### src/rtl/keypad_event_scanner.sv
// 4x4 matrix keypad scanner: drives one column at a time, debounces press and release,
// and emits a single-cycle key_valid strobe with the decoded key per physical press.
module keypad_event_scanner #(
    parameter int unsigned SETTLE_CYCLES   = 4,
    parameter int unsigned DEBOUNCE_CYCLES = 16
) (
    input  logic       clk,
    input  logic       reset,
    input  logic [3:0] row,
    output logic [3:0] shift_col,
    output logic [3:0] key_code,
    output logic       key_valid,
    output logic       key_held,
    output logic [3:0] row_reg,
    output logic [3:0] col_reg
);

    localparam int unsigned SW = $clog2(SETTLE_CYCLES) + 1;
    localparam int unsigned DW = $clog2(DEBOUNCE_CYCLES) + 1;
    localparam logic [SW-1:0] SETTLE_LAST   = SW'(SETTLE_CYCLES - 1);
    localparam logic [DW-1:0] DEBOUNCE_LAST = DW'(DEBOUNCE_CYCLES - 1);

    typedef enum logic [1:0] {StScan, StDebounce, StHeld, StRelease} state_t;

    state_t        state_q;
    logic [3:0]    row_meta_q;
    logic [3:0]    rs_q;
    logic [3:0]    pattern_q;
    logic [1:0]    col_q;
    logic [1:0]    col_next;
    logic [SW-1:0] settle_q;
    logic [DW-1:0] deb_q;
    logic          single_low;

    assign col_next   = col_q + 2'd1;
    // Ghosting (two or more rows low) is deliberately treated the same as idle.
    assign single_low = (rs_q == 4'b1110) || (rs_q == 4'b1101) ||
                        (rs_q == 4'b1011) || (rs_q == 4'b0111);

    function automatic logic [3:0] key_lookup(input logic [3:0] pattern, input logic [1:0] col);
        logic [1:0] r;
        logic [3:0] code;
        case (pattern)
            4'b1110: r = 2'd0;
            4'b1101: r = 2'd1;
            4'b1011: r = 2'd2;
            default: r = 2'd3;
        endcase
        case ({r, col})
            4'h0: code = 4'h1;
            4'h1: code = 4'h2;
            4'h2: code = 4'h3;
            4'h3: code = 4'hA;
            4'h4: code = 4'h4;
            4'h5: code = 4'h5;
            4'h6: code = 4'h6;
            4'h7: code = 4'hB;
            4'h8: code = 4'h7;
            4'h9: code = 4'h8;
            4'hA: code = 4'h9;
            4'hB: code = 4'hC;
            4'hC: code = 4'hE;
            4'hD: code = 4'h0;
            4'hE: code = 4'hF;
            default: code = 4'hD;
        endcase
        return code;
    endfunction

    always_ff @(posedge clk or negedge reset) begin
        if (!reset) begin
            row_meta_q <= 4'hF;
            rs_q       <= 4'hF;
            pattern_q  <= 4'hF;
            state_q    <= StScan;
            col_q      <= 2'd0;
            settle_q   <= '0;
            deb_q      <= '0;
            shift_col  <= 4'b1110;
            key_code   <= 4'h0;
            key_valid  <= 1'b0;
            key_held   <= 1'b0;
            row_reg    <= 4'h0;
            col_reg    <= 4'h0;
        end else begin
            row_meta_q <= row;
            rs_q       <= row_meta_q;
            key_valid  <= 1'b0;
            unique case (state_q)
                StScan: begin
                    if (settle_q == SETTLE_LAST) begin
                        settle_q <= '0;
                        if (single_low) begin
                            pattern_q <= rs_q;
                            deb_q     <= '0;
                            state_q   <= StDebounce;
                        end else begin
                            col_q     <= col_next;
                            shift_col <= ~(4'b0001 << col_next);
                        end
                    end else begin
                        settle_q <= settle_q + 1'b1;
                    end
                end
                StDebounce: begin
                    if (rs_q != pattern_q) begin
                        state_q   <= StScan;
                        settle_q  <= '0;
                        col_q     <= col_next;
                        shift_col <= ~(4'b0001 << col_next);
                    end else if (deb_q == DEBOUNCE_LAST) begin
                        key_valid <= 1'b1;
                        key_held  <= 1'b1;
                        key_code  <= key_lookup(pattern_q, col_q);
                        row_reg   <= ~pattern_q;
                        col_reg   <= 4'b0001 << col_q;
                        state_q   <= StHeld;
                    end else begin
                        deb_q <= deb_q + 1'b1;
                    end
                end
                StHeld: begin
                    // Column stays frozen so the held key keeps pulling its row low.
                    if (rs_q == 4'hF) begin
                        deb_q   <= '0;
                        state_q <= StRelease;
                    end
                end
                StRelease: begin
                    if (rs_q != 4'hF) begin
                        state_q <= StHeld;
                    end else if (deb_q == DEBOUNCE_LAST) begin
                        key_held  <= 1'b0;
                        state_q   <= StScan;
                        settle_q  <= '0;
                        col_q     <= col_next;
                        shift_col <= ~(4'b0001 << col_next);
                    end else begin
                        deb_q <= deb_q + 1'b1;
                    end
                end
            endcase
        end
    end

endmodule

### config.mk
export PLATFORM = sky130hd
export DESIGN_NAME = keypad_event_scanner
export DESIGN_NICKNAME = d
export VERILOG_FILES = /design/src/rtl/keypad_event_scanner.sv
export SDC_FILE = /design/constraint.sdc
export NUM_CORES = 1
export LEC_CHECK = 0
export ABC_AREA = 1
export BUFFER_PORTS_ARGS = -buffer_cell sky130_fd_sc_hd__buf_4
export CORE_UTILIZATION = 45
export CTS_CLUSTER_SIZE = 8
export DETAILED_ROUTE_END_ITERATION = 8
export PLACE_DENSITY = 0.65
export SYNTH_ARGS = -nofsm -noshare
export SYNTH_HDL_FRONTEND = slang
export SYNTH_SLANG_ARGS = --single-unit
### constraint.sdc
create_clock -name clk -period 4.2 [get_ports clk]
set_clock_uncertainty 0.2 [all_clocks]
set_input_delay 0.21 -clock clk [delete_from_list [all_inputs] [get_ports clk]]
set_output_delay 0.21 -clock clk [all_outputs]
set_load 0.03 [all_outputs]
Word level (Yosys, flattened, before mapping)
Memories as Yosys holds them, arrays and structs flattened. A register that Yosys moved wholly into a read port is not among the register bits.
Cells that the tools add are included.
Storage, ports and cells
  bits in registers: 38
  ROM bits: 64
  input bits: 6
  output and inout bits: 18
  word-level logic and storage cells: 105
  memories kept: 1
Memories
  (no name shown): words 16, bits a word 4, read ports 1, clocked after memory_dff 1, write ports 0, line 49  | case ({r, col})
Operators by class
  add/subtract/negate cells: 3
  equal/unequal tests: 26
  shift operators: 2
  mux-type cells: 44
  bitwise logic cells: 3
  reduce and logical (&&, ||, !) cells: 14
Operators with widths (number)
  two-way mux 2 bit: 15
  two-way mux 5 bit: 6
  == test 4 bit (second input constant): 7
  two-way mux 4 bit: 5
  case mux 5 bit (4 select lines): 1
  inequality test 2 bit (second input constant): 9
  AND reduction 5 bit: 3
  two-way mux 3 bit: 4
  case mux 2 bit (3 select lines): 2
  case mux 4 bit (3 select lines): 1
  case mux 3 bit (3 select lines): 1
  NOT 4 bit: 2
  case mux 2 bit (4 select lines): 1
  left shift 1 x 2 -> 4 bit (first input constant): 2
  two-way mux 1 bit: 7
  inequality test 3 bit (second input constant): 2
  AND reduction 3 bit: 2
  AND reduction 6 bit: 1
  adder 5 x 1 -> 5 bit (second input constant): 1
  == test 5 x 4 -> 1 bit (second input constant): 1
  == test 2 bit (second input constant): 2
  == test 4 x 3 -> 1 bit (second input constant): 1
  inequality test 4 bit: 1
  inequality test 4 bit (second input constant): 1
  other kinds (12): 14

Logic depth before layout (Yosys ltp)
Gate-level depths: netlist of run 1.
  word-level depth: 7
  depth in mapped cells: 11
  mapped depth without buffers: 11

Least setup slack after synthesis of run 1
OpenSTA, ideal clock, no wires.
  path kind: reg-to-reg
  from: register deb_q[0]
  to: register key_code[3]
  setup time: 0.117 ns
  data arrival time: 1.439 ns
  data required time: 3.883 ns
  slack: 2.443 ns
  stages on the path, launching flop included: 11
  buffers on the path: 1
  clock period less this slack: 1.757 ns
  cell sequence: dfrtp_1 ha_1 nand2_1 nor2_1 ha_1 inv_1 nor2_8 inv_4 buf_6 nand2_1 nand2_1
On the way
  cells in the longest elaborated chain, start to end: 2
Ends and longest elaborated chain
  start, declared: line 32  | logic [DW-1:0] deb_q;
  start signal, assigned: line 119  | deb_q <= deb_q + 1'b1;
  start signal, assigned: line 139  | deb_q <= deb_q + 1'b1;
  == test 5 x 4 -> 1 bit: line 111  | end else if (deb_q == DEBOUNCE_LAST) begin
  AND reduction 3 bit (no line)
  end, declared: line 11  | output logic [3:0] key_code,
No other way between the ends.
A chain may end at the register's enable or synchronous reset.

Worst setup path in the final report of run 1
  from: register deb_q[0]
  to: register col_q[1]
On the way
  cells in the longest elaborated chain, start to end: 3
Ends and longest elaborated chain
  == test 5 x 4 -> 1 bit: line 132  | end else if (deb_q == DEBOUNCE_LAST) begin
  inequality test 2 bit (no line)
  AND reduction 6 bit (no line)
  end signal, assigned: line 98  | col_q <= col_next;
  end signal, assigned: line 109  | col_q <= col_next;
  end signal, assigned: line 136  | col_q <= col_next;
  end, declared: line 29  | logic [1:0] col_q;
No other way between the ends.

==> out/metrics.cfg, run 1 <==
[place]
io_buffers=23
dp_slack_ns=2.30
hpwl_um=2930
gp_congestion=0.834
placed_area_um2=2360

[grt]
grt-ovfl-total=0
grt_pass1_wl_um=7160
grt_usage=0.185
grt_pass1_vias=1622
grt_antenna_before_repair=0
grt_max_degree=43

[critical_path]
crit_type=flop to flop
worst_setup_path_start_kind=flop
slowest_stage=dfrtp_1
arrival_ns=1.97
r2r_slack_ns=2.27
crit_chain=ha_1 -> nand2_1 -> nor2_1 -> ha_1 -> nor2_1 -> inv_1 -> nand3_2 -> nor2_4 -> nand2_1 -> nand2_1
cp_max_fo=10
endpoint=col_q[1]
worstPathRequired_ns=4.24
reg2reg_from=deb_q[0]
r2r-end=col_q[1]
startpoint=deb_q[0]
cp-end-kind=flop
critPathMostFrequentCell=nand2_1
max_stage_delay_ns=0.40
r2r_cells=10

[logic_synthesis]
syn_avg_cell_area_um2=8.42
synth_flop_cell=dfrtp_1
synth_area_um2=2140
ys_warn_count=0
yosysTopAreaCell=dfrtp_1
async_flop_share=1.00
ys_types=28
ys_ff_latch=42
synthTopCellsByCount=nand2_1 (97), inv_1 (32), dfrtp_1 (27)
synth_fp_nets=271
synth-edff-count=0
yosys-top-cells-area=dfrtp_1 (32%), dfstp_2 (18%), nand2_1 (17%), ha_1 (6.4%), inv_1 (5.6%)
synth_seq_area_share=0.500
synth_top_area_frac=0.316
post-synth-top-count-cell=nand2_1
netlist_instances=254

[timing]
finalSetupViolCount=0
fmax_ghz=0.517
finalCritPeriodShare=0.461
holdWs_ns=0.155
fin_tns_setup_ns=0
final_max_slew_viol_count=0
slew_headroom=0.645
fin_crit_ns=1.93
hold_viol=0
rsz0062_at_grt=false
worst_pin_slew_ns=0.532
fin_ws_ns=2.27

[floorplan]
die_x_um=70.9
ios=24
start_util=0.478
die_y_um=70.9
row_count=24
dieArea_um2=5030
core_um2=4470

[cells_and_area]
final_util=0.561
largest_reg_flops=5
design_area_um2=2510
final_nets=305
syn_to_final_growth_pct=17.3
insertedDiodeCount=0
fillCellCount=434
layout-drive-gt1-share=0.208
regMostFlops=deb_q

[power]
vdd_drop_max_v=0.000378
p_clk_frac=0.191
switching_share=0.409
cellInternalPower_mw=0.840
pwr-share-seq=0.417
power_density_nw_per_um2=567
p_comb_frac=0.392
power.switching_mw=0.582
cellLeakagePower_nw=1.35

[detailed_routing]
vias=1636
first_pass_iters=4
wl_per_cell_um=11.8
ant_nets=0
drt_iter0_markers=99
wirelength_um=4040
route.detailed.drc=0
via_per_inst=4.80

[clock_tree]
htree_levels=2
cts_tree=built
postCtsSetupBuffers=0
cts_resized=0
root_buffer=clkbuf_8
clockBufferDepth=2
clock-sinks=42
clkLatencyLatePin_ns=0.30
clk_pin_slew_ns=0.08
numCtsBuffers=5

[hold_path]
worstHoldPathType=flop to flop

[outcome]
status=finished clean

[flow_run]
maxCapViolations=0

## logic make-up after synthesis
logic type | count (synthesis) | synth area share
AOI/OAI and AO/OA | 27 | 0.0784
xor gates and xnor gates | 1 | 0.00410
DFF | 42 | 0.500
adders and majority gates | 11 | 0.0644
and+or+nand+nor | 137 | 0.285
buffers and inverters | 36 | 0.0679
## worst min-delay path by stage
stage                              from         end  cells past startpoint
after global placement            reset    key_held                      1
after floorplan                   reset    col_q[0]                      0
after detailed placement          reset  state_q[1]                      1
final                     row_meta_q[1]     rs_q[1]                      0
after global routing      row_meta_q[0]     rs_q[0]                      0
after CTS                 row_meta_q[3]     rs_q[3]                      0
## layer usage
layer  global-route usage  routed length [um]  up-vias  part of all wire
li1                     -                   -      863                 -
met1                0.246                1910      737              0.47
met2                0.290                1890       31              0.47
met3               0.0513                 175        5             0.043
met4               0.0733                  68        0             0.017
met5                    0                   0        -                 0
## power by group through the flow
stage | clock, mW | sequential (mW) | combinational (mW)
after floorplan | 0 | 0.621 | 0.391
after global placement | 0 | 0.602 | 0.553
after detailed placement | 0 | 0.604 | 0.555
after CTS | 0.287 | 0.596 | 0.562
after global routing | 0.301 | 0.609 | 0.641
final | 0.271 | 0.594 | 0.557
## critical path, delay by kind of cell (launching register included)
family | cells | cell delay [ns]
and+or+nand+nor | 7 | 0.80
DFF | 1 | 0.40
buffers and inverters | 1 | 0.08
adders and majority gates | 2 | 0.39
## through the flow
step                      power (mW)  instances
final                           1.42        341
after CTS                       1.44        341
after global placement          1.15        328
after detailed placement        1.16        328
after global routing            1.55        341
after floorplan                 1.01        254
## cell type report
cell class / instances / area, um^2 / share of cell area
Clock buffer: 6 / 82.6 / 0.0329
Clock inverter: 2 / 11.3 / 0.00449
Sequential cell: 42 / 1070 / 0.426
Timing Repair Buffer: 28 / 223 / 0.0888
Multi-Input combinational cell: 176 / 923 / 0.368
Tap cell: 52 / 65.1 / 0.0259
Inverter: 35 / 134 / 0.0534
## placed cells by master, fill, tap and decap left out
cell / synthesis / layout
nor3b_1: 1 / 1
nor2_8: 1 / 1
clkinv_2: 0 / 1
o21bai_1: 6 / 6
nor2_2: 2 / 2
inv_4: 1 / 2
inv_1: 32 / 32
ha_1: 11 / 11
nand3_2: 1 / 1
nand3b_1: 1 / 1
o21a_1: 1 / 1
nand3_4: 1 / 1
dfstp_2: 15 / 15
o21ai_1: 2 / 2
nor2_4: 2 / 2
buf_4: 0 / 23
dlygate4sd3_1: 0 / 5
xor2_1: 1 / 1
a21oi_1: 1 / 1
nand4_1: 4 / 4
o21ai_2: 2 / 2
inv_2: 2 / 2
nand2_2: 1 / 1
o211ai_1: 3 / 3
dfrtp_1: 27 / 27
nand3_1: 13 / 13
nor2_1: 12 / 12
clkbuf_8: 0 / 6
or2_2: 1 / 1
o21ai_0: 12 / 12
nand2_1: 97 / 97
## what timing repair did
| action | in CTS | in global routing |
|---|---|---|
| hold buffers | 5 | 0 |
| endpoints found under the setup margin | 0 | 0 |
| hold endpoints to repair | 31 | 0 |
No activity file was read; power rests on OpenSTA's default activity.
==> run 2, diff against run 1 <==
- ABC_AREA: 1 -> 0
- PLACE_DENSITY: 0.65 -> 0.68
- clock period: 4.2 -> 1.7 ns (I/O delays scaled with it)
==> out/metrics.cfg, run 2 <==
[detailed_routing]
first_pass_iters=4
via_per_inst=5.27
wirelength_um=4560
drt_iter0_markers=99
wl_per_cell_um=15.1
route.detailed.drc=0
vias=1585
ant_nets=0

[logic_synthesis]
ys_warn_count=0
synth_top_area_frac=0.329
ys_types=41
yosys-top-cells-area=dfrtp_1 (33%), dfstp_2 (19%), ha_1 (6.7%), mux2_2 (4.4%), nand2_1 (4.0%)
netlist_instances=180
synth_fp_nets=197
yosysTopAreaCell=dfrtp_1
synth_flop_cell=dfrtp_1
synth_area_um2=2050
async_flop_share=1.00
syn_avg_cell_area_um2=11.4
synth_seq_area_share=0.522
ys_ff_latch=42
post-synth-top-count-cell=dfrtp_1
synthTopCellsByCount=dfrtp_1 (27), nand2_1 (22), dfstp_2 (15)
synth-edff-count=0

[cells_and_area]
largest_reg_flops=5
syn_to_final_growth_pct=43.9
insertedDiodeCount=0
regMostFlops=deb_q
final_common_cell=buf_4
layout-drive-gt1-share=0.562
final_nets=265
most-common-layout-cells=buf_4 (53), dfrtp_1 (26), dfstp_2 (15)
fillCellCount=309

[grt]
grt_usage=0.205
use_met2=0.323
grt_antenna_before_repair=0
grt.met3_usage=0.0523
met1_usage=0.273
grt_pass1_wl_um=7710
grt-ovfl-total=0
grt_busiest_layer=met2
grt_pass1_vias=1604
grt_max_degree=43

[outcome]
status=finished with violations
failed_checks=setup timing

[timing]
finalSetupViolCount=33
hold_viol=0
finalCritPeriodShare=1.19
final_max_slew_viol_count=0
rsz0062_at_grt=true
worst_pin_slew_ns=0.509
fin_tns_setup_ns=-5.46
fmax_ghz=0.496
slew_headroom=0.661
fin_ws_ns=-0.316
fin_crit_ns=2.02

[floorplan]
core_um2=4350
dieArea_um2=4830
ios=24
start_util=0.471
row_count=24
die_y_um=69.5
die_x_um=69.5

[clock_tree]
clock-sinks=42
cts_tree=built
htree_levels=2
numCtsBuffers=5
clkLatencyLatePin_ns=0.30
root_buffer=clkbuf_8
clk_pin_slew_ns=0.08
clockBufferDepth=2

[flow_run]
maxCapViolations=0

[place]
gp_congestion=0.809
hpwl_um=2980
io_buffers=23

[hold_path]
worstHoldPathType=input pin to async pin

[critical_path]
r2r_cells=8
cp_max_fo=3
arrival_ns=1.99
cp-end-kind=flop
worst_setup_path_start_kind=flop
worstPathRequired_ns=1.67
r2r_slack_ns=-0.32
crit_type=flop to flop

[power]
cellLeakagePower_nw=1.52
finalPower_mw=3.81
power_density_nw_per_um2=1290
vdd_drop_max_v=0.000899

==> run 2: cell count changes after synthesis, moves of 7 or more <==
cell	delta
nand2_1	-75
inv_1	-22
nand3_1	-11
mux2_2	+8
mux2i_1	+8
xnor2_1	+7
==> run 2: kinds of logic (layout without fill, tap and decap cells) <==
kind of cell    Yosys count  count (layout)  share of synthesized area
compound gates           33              33                      0.104
xor+xnor                  9               9                     0.0384
fa+ha+maj                11              11                     0.0671
buf+inv                  17              85                     0.0427
flops                    42              42                      0.522
mux                      17              17                     0.0903
simple gates             51              52                      0.136
==> run 2: area by class of cell <==
class	instances	area, um^2	share of cell area
Sequential cell	42	1070	0.363
Tap cell	52	65.1	0.0221
Clock buffer	6	72.6	0.0246
Inverter	10	37.5	0.0127
Timing Repair Buffer	67	562	0.190
Multi-Input combinational cell	122	1100	0.374
Clock inverter	2	37.5	0.0127
==> run 2: power breakdown <==
group	switching, mW	total [mW]	leakage, nW	internal, mW
Sequential	0.141	1.37	0.521	1.23
Clock	0.339	0.777	0.0514	0.438
Combinational	0.840	1.66	0.944	0.823
Total	1.32	3.81	1.52	2.49
==> run 2: worst paths after layout <==
kind | from | endpoint
min in group clk | row_meta_q[1] | rs_q[1]
max reg2reg | deb_q[1] | deb_q[2]
min | reset | settle_q[1]
min reg2reg | row_meta_q[1] | rs_q[1]
max in group asynchronous | reset | pattern_q[1]
max | deb_q[1] | deb_q[2]
==> run 2: timing repair <==
action	CTS	global route
cloned	1	0
hold buffers	5	0
buffers inserted	5	3
resized for setup	26	36
setup endpoints to repair	33	34
hold endpoints to repair	46	0
pin swaps	11	17
==> run 2: metal layers <==
| layer | wire, um | up-vias |
|---|---|---|
| met3 | 128 | 6 |
| met1 | 2140 | 788 |
| met2 | 2230 | 25 |
| met4 | 64 | 0 |
| met5 | 0 | - |
| li1 | - | 766 |
==> run 2: critical path, cell delays in order, from the launching register on <==
cell and delay (ns):
dfrtp_1 0.40, ha_2 0.20, and3_4 0.15, ha_4 0.16, and2_4 0.16, a31oi_1 0.14
o21ai_1 0.10, a2111oi_2 0.25, a21oi_1 0.12
==> run 2: through the flow <==
| step | hold WS, ns | util | setup slack (ns) | area (um^2) | instances |
|---|---|---|---|---|---|
| floorplan | -0.411 | - | -0.313 | 2100 | 180 |
| global placement | -0.114 | 0.577 | -0.307 | 2510 | 279 |
| detailed placement | -0.106 | 0.577 | -0.449 | 2510 | 279 |
| CTS | 0.121 | 0.648 | -0.258 | 2820 | 298 |
| global route | 0.161 | 0.678 | -0.378 | 2950 | 301 |
| finish | 0.105 | 0.678 | -0.316 | 2950 | 301 |
==> run 3, diff against run 2 <==
- BUFFER_PORTS_ARGS: -buffer_cell sky130_fd_sc_hd__buf_4 -> default
- DONT_BUFFER_PORTS: default -> 1
- PLACE_DENSITY: 0.68 -> 0.63
==> out/metrics.cfg, run 3 (synthesis results as in run 2) <==
[outcome]
status=finished with violations
failed_checks=setup timing

[timing]
fin_ws_ns=-0.289
fin_crit_ns=1.99
hold_viol=0
fmax_ghz=0.503
holdWs_ns=0.0707
finalCritPeriodShare=1.17
final_max_slew_viol_count=0
rsz0062_at_grt=true
worst_pin_slew_ns=0.367
slew_headroom=0.755
finalSetupViolCount=29

[detailed_routing]
first_pass_iters=5
ant_nets=0
drt_iter0_markers=63
route.detailed.drc=0
wl_per_cell_um=14.9
vias=1527
wirelength_um=4270
via_per_inst=5.32

[critical_path]
crit_family=flip-flops
worstPathRequired_ns=1.68
crit_type=flop to flop
crit_chain=nand4_1 -> o21ai_2 -> o21ai_2 -> nand2b_4 -> mux2_4
critPathMostFrequentCell=o21ai_2
cp_max_fo=6
slowest_stage=dfstp_2
worst_setup_path_start_kind=flop
arrival_ns=1.97
max_stage_delay_ns=0.61
cp-end-kind=flop
crit_buf_inv=0

[clock_tree]
root_buffer=clkbuf_8
cts_tree=built
clkLatencyLatePin_ns=0.30
clk_pin_slew_ns=0.09
htree_levels=2
clockBufferDepth=2
numCtsBuffers=5
clock-sinks=42

[power]
vdd_drop_max_v=0.000719
finalPower_mw=3.57
power_density_nw_per_um2=1280
cellLeakagePower_nw=1.43

[grt]
grt_max_degree=43
grt_antenna_before_repair=0
grt_pass1_wl_um=7170
grt_pass1_vias=1514
grt-ovfl-total=0
grt_usage=0.186

[floorplan]
ios=24
die_y_um=69.5
start_util=0.471
dieArea_um2=4830
core_um2=4350
row_count=24
die_x_um=69.5

[place]
io_buffers=0
dp_slack_ns=-0.418
hpwl_um=2810
gp_congestion=0.810

[cells_and_area]
fillCellCount=333
regMostFlops=deb_q
insertedDiodeCount=0
largest_reg_flops=5
syn_to_final_growth_pct=35.4
seq_area_um2=1070
final_nets=251
most-common-layout-cells=buf_4 (38), dfrtp_1 (26), nand2_1 (18)
layout-drive-gt1-share=0.468
final_common_cell=buf_4
multiInputGateArea_um2=1060

[flow_run]
maxCapViolations=0

[hold_path]
worstHoldPathType=input pin to async pin

==> run 3: changes by cell type in the layout (fill, tap and decap cells not counted), sizes merged <==
| cell | previous run | this run |
|---|---|---|
| bufinv | 1 | 0 |
| buf | 62 | 48 |
| clkbuf | 6 | 7 |
| inv | 10 | 11 |
| clkinvlp | 1 | 0 |
==> run 3: stage by stage <==
stage | area (um^2) | util | cells | setup TNS, ns
6_report | 2780 | 0.638 | 287 | -5.55
5_1_grt | 2780 | 0.638 | 287 | -8.43
4_1_cts | 2620 | 0.602 | 282 | -6.30
3_5_place_dp | 2360 | 0.542 | 260 | -6.44
3_3_place_gp | 2360 | 0.542 | 260 | -5.04
2_1_floorplan | 2100 | - | 180 | -2.88
==> run 3: final cells by class <==
type | instances | area share
well taps | 52 | 0.0234
clock buffers | 7 | 0.0275
multi-input cells | 122 | 0.383
flip-flops and latches | 42 | 0.386
clock inverters | 1 | 0.00225
inverters | 10 | 0.0135
repair buffers | 53 | 0.164
==> run 3: final timing paths <==
kind / cells after the start / to / startpoint / slack, ns
max reg2reg: 5 / col_q[1] / rs_q[2] / -0.29
min reg2reg: 0 / rs_q[2] / row_meta_q[2] / 0.16
min in group clk: 1 / row_meta_q[0] / row[0] / 0.14
min: 2 / key_code[1] / reset / 0.07
max: 5 / col_q[1] / rs_q[2] / -0.29
max in group asynchronous: 2 / rs_q[2] / reset / 0.96
==> run 3: what timing repair did <==
action                                 4_1_cts  5_1_grt
gates resized for setup                     19       29
endpoints found under the hold margin       46        0
setup endpoints to repair                   34       34
buffers inserted                             8        4
hold buffers                                 6        0
pin swaps                                    9       10
cloned                                       0        1
==> run 3: worst register-to-register path: cells and delay by family (launching register included) <==
family             cells  cell delay [ns]
AOI/OAI and AO/OA      2             0.34
muxes                  1             0.30
and+or+nand+nor        2             0.43
DFF                    1             0.61
==> run 3: layer usage <==
layer / share of wire / GRT usage
met5: 0 / 0
met2: 0.49 / 0.291
met3: 0.052 / 0.0552
met4: 0.014 / 0.0658
met1: 0.44 / 0.246
==> run 3: report_power, final <==
part	internal, mW	switching, mW	leakage [nW]
Sequential	1.23	0.206	0.521
Clock	0.292	0.331	0.0428
Combinational	0.779	0.729	0.865
Total	2.30	1.27	1.43
